$ cat config.mk
export PLATFORM = sky130hd
export DESIGN_NAME = normalize_pipe_flat
export DESIGN_NICKNAME = d
export VERILOG_FILES = /design/src/rtl/log2_pkg.sv /design/src/rtl/normalize_pipe_if.sv /design/src/rtl/norm_stage.sv /design/src/rtl/normalize_pipe.sv /design/src/flat_wrapper.sv
export SDC_FILE = /design/constraint.sdc
export NUM_CORES = 1
export LEC_CHECK = 0
export CORE_MARGIN = 3
export CORE_UTILIZATION = 33
export CTS_BUF_LIST = sky130_fd_sc_hd__clkbuf_4 sky130_fd_sc_hd__clkbuf_8 sky130_fd_sc_hd__clkbuf_16
export DETAILED_ROUTE_END_ITERATION = 10
export PLACE_DENSITY = 0.58
export SLEW_MARGIN = 0
export SYNTH_ARGS = -nofsm -noshare
export SYNTH_HDL_FRONTEND = slang
export SYNTH_SLANG_ARGS = --single-unit
$ cat constraint.sdc
create_clock -name clock -period 2 [get_ports clock]
set_input_delay 0.6 -clock clock [delete_from_list [all_inputs] [get_ports clock]]
set_output_delay 0.6 -clock clock [all_outputs]
set_load 0.05 [all_outputs]
$ cat src/rtl/log2_pkg.sv
// Shared sizing helpers for the normalize/log2 family of blocks: norm-count
// width and how shift steps are distributed over pipeline stages.
package log2_pkg;

    function automatic int norm_width(input int width);
        return (width > 32'sd1) ? $clog2(width) : 32'sd1;
    endfunction

    function automatic int num_stages(input int width, input int steps_per_stage);
        int steps;
        steps = norm_width(width);
        return (steps + steps_per_stage - 32'sd1) / steps_per_stage;
    endfunction

    // Steps handled by a given stage; the last stage may carry fewer.
    function automatic int stage_steps(input int width, input int steps_per_stage, input int stage);
        int remaining;
        remaining = norm_width(width) - (stage * steps_per_stage);
        return (remaining < steps_per_stage) ? remaining : steps_per_stage;
    endfunction

endpackage

$ cat src/rtl/normalize_pipe_if.sv
// Stream interface of normalize_pipe: operand in, normalized operand and
// shift count out, valid/ready on both sides.
interface normalize_pipe_if #(
    parameter int WIDTH = 16
);
    import log2_pkg::*;

    localparam int NORM_W = norm_width(WIDTH);

    logic [WIDTH-1:0]  data_i;
    logic              valid_i;
    logic              ready_o;
    logic [WIDTH-1:0]  data_o;
    logic [NORM_W-1:0] norm_o;
    logic              zero_o;
    logic              valid_o;
    logic              ready_i;

    modport slave (
        input  data_i, valid_i, ready_i,
        output ready_o, data_o, norm_o, zero_o, valid_o
    );

    modport master (
        output data_i, valid_i, ready_i,
        input  ready_o, data_o, norm_o, zero_o, valid_o
    );

endinterface

$ cat src/rtl/norm_stage.sv
// One registered normalization stage: NUM_STEPS consecutive conditional
// shift steps starting at FIRST_STEP, then a register bank gated by i_en.
module norm_stage
    import log2_pkg::*;
#(
    parameter int WIDTH      = 16,
    parameter int SIGNED     = 0,
    parameter int FIRST_STEP = 0,
    parameter int NUM_STEPS  = 1
) (
    input  logic                         clock,
    input  logic                         reset_n,
    input  logic                         i_en,
    input  logic                         i_valid,
    input  logic [WIDTH-1:0]             i_data,
    input  logic [norm_width(WIDTH)-1:0] i_norm,
    input  logic                         i_zero,
    output logic                         o_valid,
    output logic [WIDTH-1:0]             o_data,
    output logic [norm_width(WIDTH)-1:0] o_norm,
    output logic                         o_zero
);

    localparam int NW = norm_width(WIDTH);

    logic [NUM_STEPS:0][WIDTH-1:0] w_d;
    logic [NUM_STEPS:0][NW-1:0]    w_n;
    logic [NUM_STEPS-1:0]          w_hit;

    logic              r_valid;
    logic [WIDTH-1:0]  r_data;
    logic [NW-1:0]     r_norm;
    logic              r_zero;

    assign w_d[0] = i_data;
    assign w_n[0] = i_norm;

    for (genvar j = 0; j < NUM_STEPS; j++) begin : g_step
        localparam int S = WIDTH >> (FIRST_STEP + j + 1);

        // Signed mode keeps one copy of the sign, so it tests S+1 bits.
        if (SIGNED != 0) begin : g_sgn
            assign w_hit[j] = (&w_d[j][WIDTH-1 -: S+1]) | ~(|w_d[j][WIDTH-1 -: S+1]);
        end else begin : g_uns
            assign w_hit[j] = ~(|w_d[j][WIDTH-1 -: S]);
        end

        assign w_d[j+1] = w_hit[j] ? (w_d[j] << S) : w_d[j];
        assign w_n[j+1] = w_hit[j] ? (w_n[j] + NW'(S)) : w_n[j];
    end

    // Stage register; every field, valid included, advances only on i_en.
    always_ff @(posedge clock or negedge reset_n) begin
        if (!reset_n) begin
            r_valid <= 1'b0;
            r_data  <= '0;
            r_norm  <= '0;
            r_zero  <= 1'b0;
        end else if (i_en) begin
            r_valid <= i_valid;
            r_data  <= w_d[NUM_STEPS];
            r_norm  <= w_n[NUM_STEPS];
            r_zero  <= i_zero;
        end else begin
            r_valid <= r_valid;
            r_data  <= r_data;
            r_norm  <= r_norm;
            r_zero  <= r_zero;
        end
    end

    assign o_valid = r_valid;
    assign o_data  = r_data;
    assign o_norm  = r_norm;
    assign o_zero  = r_zero;

endmodule

$ cat src/rtl/normalize_pipe.sv
// Pipelined leading-one / leading-sign normalizer with a single global
// enable: the whole pipe moves together or holds together.
module normalize_pipe
    import log2_pkg::*;
#(
    parameter int WIDTH           = 16,
    parameter int STEPS_PER_STAGE = 1,
    parameter int SIGNED          = 0
) (
    input  logic            clock,
    input  logic            reset_n,
    normalize_pipe_if.slave bus
);

    localparam int NW     = norm_width(WIDTH);
    localparam int STAGES = num_stages(WIDTH, STEPS_PER_STAGE);

    logic [STAGES:0]           w_valid;
    logic [STAGES:0][WIDTH-1:0] w_data;
    logic [STAGES:0][NW-1:0]   w_norm;
    logic [STAGES:0]           w_zero;
    logic                      w_en;
    logic                      w_zero_in;

    // Degenerate inputs are flagged up front and carried with the data.
    assign w_zero_in = (SIGNED != 0) ? ((bus.data_i == '0) | (&bus.data_i))
                                     : (bus.data_i == '0);

    assign w_en        = bus.ready_i | ~w_valid[STAGES];
    assign bus.ready_o = w_en;

    assign w_valid[0] = bus.valid_i;
    assign w_data[0]  = bus.data_i;
    assign w_norm[0]  = '0;
    assign w_zero[0]  = w_zero_in;

    for (genvar s = 0; s < STAGES; s++) begin : g_stage
        norm_stage #(
            .WIDTH      (WIDTH),
            .SIGNED     (SIGNED),
            .FIRST_STEP (s * STEPS_PER_STAGE),
            .NUM_STEPS  (stage_steps(WIDTH, STEPS_PER_STAGE, s))
        ) u_stage (
            .clock   (clock),
            .reset_n (reset_n),
            .i_en    (w_en),
            .i_valid (w_valid[s]),
            .i_data  (w_data[s]),
            .i_norm  (w_norm[s]),
            .i_zero  (w_zero[s]),
            .o_valid (w_valid[s+1]),
            .o_data  (w_data[s+1]),
            .o_norm  (w_norm[s+1]),
            .o_zero  (w_zero[s+1])
        );
    end

    assign bus.valid_o = w_valid[STAGES];
    assign bus.data_o  = w_data[STAGES];
    assign bus.norm_o  = w_norm[STAGES];
    assign bus.zero_o  = w_zero[STAGES];

endmodule

$ cat src/flat_wrapper.sv
// flat-port wrapper written by rule: the top's interface ports become plain ports
module normalize_pipe_flat import log2_pkg::*;
#(
    parameter int WIDTH           = 16,
    parameter int STEPS_PER_STAGE = 1,
    parameter int SIGNED          = 0
)
  (clock, reset_n, bus_data_i, bus_valid_i, bus_ready_i, bus_ready_o, bus_data_o, bus_norm_o, bus_zero_o, bus_valid_o);
  normalize_pipe_if #(.WIDTH(WIDTH)) bus_i ();
  input  logic clock;
  input  logic reset_n;
  input wire logic [$bits(bus_i.data_i)-1:0] bus_data_i;
  input wire logic [$bits(bus_i.valid_i)-1:0] bus_valid_i;
  input wire logic [$bits(bus_i.ready_i)-1:0] bus_ready_i;
  output wire logic [$bits(bus_i.ready_o)-1:0] bus_ready_o;
  output wire logic [$bits(bus_i.data_o)-1:0] bus_data_o;
  output wire logic [$bits(bus_i.norm_o)-1:0] bus_norm_o;
  output wire logic [$bits(bus_i.zero_o)-1:0] bus_zero_o;
  output wire logic [$bits(bus_i.valid_o)-1:0] bus_valid_o;
  assign bus_i.data_i = bus_data_i;
  assign bus_i.valid_i = bus_valid_i;
  assign bus_i.ready_i = bus_ready_i;
  assign bus_ready_o = bus_i.ready_o;
  assign bus_data_o = bus_i.data_o;
  assign bus_norm_o = bus_i.norm_o;
  assign bus_zero_o = bus_i.zero_o;
  assign bus_valid_o = bus_i.valid_o;
  normalize_pipe #(.WIDTH(WIDTH), .STEPS_PER_STAGE(STEPS_PER_STAGE), .SIGNED(SIGNED)) u_core (.clock(clock), .reset_n(reset_n), .bus(bus_i));
endmodule
==> metrics.txt <==
status complete, no violations; post-synth design cell area 0.00350 mm2; Startpoint Class flip-flop; Max-Slew Margin vs Limit 0.720; vias per cell 4.69; Diodes inserted 0; Pre-antenna DRT Iters 4; CP peak stage delay 0.41 ns; largest net degree at the start of global routing 41; syn_area_per_cell 9.97 um2; Req. time, crit path 1.40 ns; WL final 6850 um; Final period util 0.855; buffers added on ports 42; I/O pin cnt 43; Core ar. 0.0100 mm2; Max VDD drop 0.000581 V; crit path capture type output pin; design area 0.00430 mm2; Yosys reg bits 82; Initial Util 0.349; grt total ovfl 0; antenna violations before repair 0; CTS H-tree depth 3; # DRC 0; Synth area leaders dfrtp_1 (59%), nand2_1 (12%), mux2i_1 (9.7%), o21ai_0 (4.7%), o21ai_1 (2.6%); min-delay worst type in2async; CP Buf/Inv Count 2; Post-Syn Instances 351; commonest non-fill, non-tap cell in the layout nand2_1; Num CTS Buffers 9; Slew Limit Fails 0; root buffer cell clkbuf_8; fmax 585 MHz; NumNets Final 420; DP HPWL 4990 um; post-synth cell types 26; DRT antenna net count 0; GRT Overall Usage 0.126; Worst Tran Pin Value 0.420 ns; num rows 36; CP Data Arrival Time 1.11 ns; CTS Sinks 82; Setup Skew 0.00541 ns; Slowest cell on crit path dfrtp_2; Clock Tree Buf Depth 2; Yosys top cell by area dfrtp_1; clock slew at reported path FFs 0.08 ns; cells along the critical path nor2b_4 > inv_2 > buf_6; drt wl/cell 12.7 um; die height 109 um; Final WS setup 0.291 ns; Die Width 109 um; initial DRC count 114; most frequent cells in the layout nand2_1 (109), dfrtp_1 (81), buf_4 (38), mux2i_1 (34), o21ai_0 (33); RSZ-0062 raised after global routing no; Crit Path Max Fanout 2; total number of yosys warnings 0; sequential area share after synthesis 0.586; PwrDens 1500 mW/mm2; full die area 0.0119 mm2; syn nets 371; Worst-Skew Late Latency 0.34 ns; count of final setup violators 0; area grow syn2layout 22.8%; Setup CP Type reg2out; max-cap check violation count 0; vias in the first global route 2,472; CTS tree yes; fraction of layout cells with a size suffix above 1 0.158; pre-CTS WS -0.0273 ns; global-route wire length before repair 11,900 um; top cell family by delay on the critical path flip-flops; top cell type's share of synthesized area 0.586; Hold Vio Cnt, Final 0; gpl congestion 0.844; DR vias 2,521; placed cell areas 0.00410 mm2; post-layout min period 1.71 ns; Leak Pwr 1.95 nW
-- sequential cells by signal, indices dropped and copies added, names as in the netlist --
signal and flops:
u_core.g_stage.u_stage.o_valid 4, u_core.g_stage.u_stage.o_zero 4, u_core.g_stage.u_stage.o_data 64, u_core.g_stage.u_stage.o_norm 10
-- Yosys cell counts (all sizes together) --
| library cell | number |
|---|---|
| a211oi | 2 |
| a21oi | 15 |
| a22o | 2 |
| a31oi | 8 |
| and2 | 1 |
| buf | 15 |
| clkbuf | 7 |
| dfrtp | 82 |
| inv | 3 |
| mux2 | 1 |
| mux2i | 34 |
| nand2 | 109 |
| nand2b | 1 |
| nand3 | 1 |
| nand4 | 1 |
| nor2 | 11 |
| nor2b | 1 |
| nor4 | 5 |
| o21ai | 52 |
-- power breakdown --
| part | internal, mW | total [mW] | leakage (nW) | switching, mW |
|---|---|---|---|---|
| logic | 0.961 | 2.56 | 0.853 | 1.60 |
| registers | 2.30 | 2.75 | 1.01 | 0.447 |
| clock network | 0.599 | 1.16 | 0.0941 | 0.564 |
-- cells by family after synthesis --
logic type             Yosys count  share of synthesized area
AND/OR/NAND/NOR                130                      0.159
flip-flops                      82                      0.586
AO/OA/AOI/OAI                   79                      0.120
multiplexers                    35                      0.100
buffers and inverters           25                     0.0340
-- what timing repair did --
item / in CTS / in global routing
endpoints found under the hold margin: 0 / 0
resized for setup: 1 / 1
setup endpoints to repair: 1 / 1
cloned: 0 / 0
hold buffers: 0 / 0
setup buffers: 0 / 0
-- layout make-up --
class	count	area (um2)
sequential	82	2050
multi-input combinational	244	1340
clock inverter	5	55.1
timing repair buffer	60	539
fill	1005	5740
clock buffer	10	138
tap	133	166
inverter	3	11.3
-- final timing paths --
path                       slack, ns                                  from  depth (start not counted)                                   end
min in group clock              0.47   u_core.g_stage[1].u_stage.o_norm[3]                          2   u_core.g_stage[1].u_stage.o_norm[3]
max in group asynchronous       1.27                               reset_n                          2   u_core.g_stage[1].u_stage.o_norm[3]
max                             0.29     u_core.g_stage[3].u_stage.o_valid                          3                           bus_ready_o
min                             0.18                               reset_n                          1  u_core.g_stage[3].u_stage.o_data[12]
max reg2reg                     0.58  u_core.g_stage[0].u_stage.o_data[13]                          4   u_core.g_stage[1].u_stage.o_data[4]
min reg2reg                     0.47   u_core.g_stage[1].u_stage.o_norm[3]                          2   u_core.g_stage[1].u_stage.o_norm[3]
-- routing by layer --
layer,share of wire,vias to the layer above,GRT usage
li1,-,1293,-
met1,0.50,1174,0.173
met5,0,-,0
met3,0.045,6,0.0414
met2,0.45,48,0.195
met4,0.0096,0,0.0298
-- through the flow --
step	setup TNS [ns]	util	power [mW]	hold slack, ns	cells
2_1_floorplan	0	-	4.54	0.304	351
3_3_place_gp	-0.0279	0.408	5.34	0.449	522
3_5_place_dp	-0.0548	0.408	5.39	0.456	522
4_1_cts	0	0.428	6.58	0.186	537
5_1_grt	0	0.428	6.98	0.185	537
6_report	0	0.428	6.47	0.183	537
(Power assumes the default switching activity.)
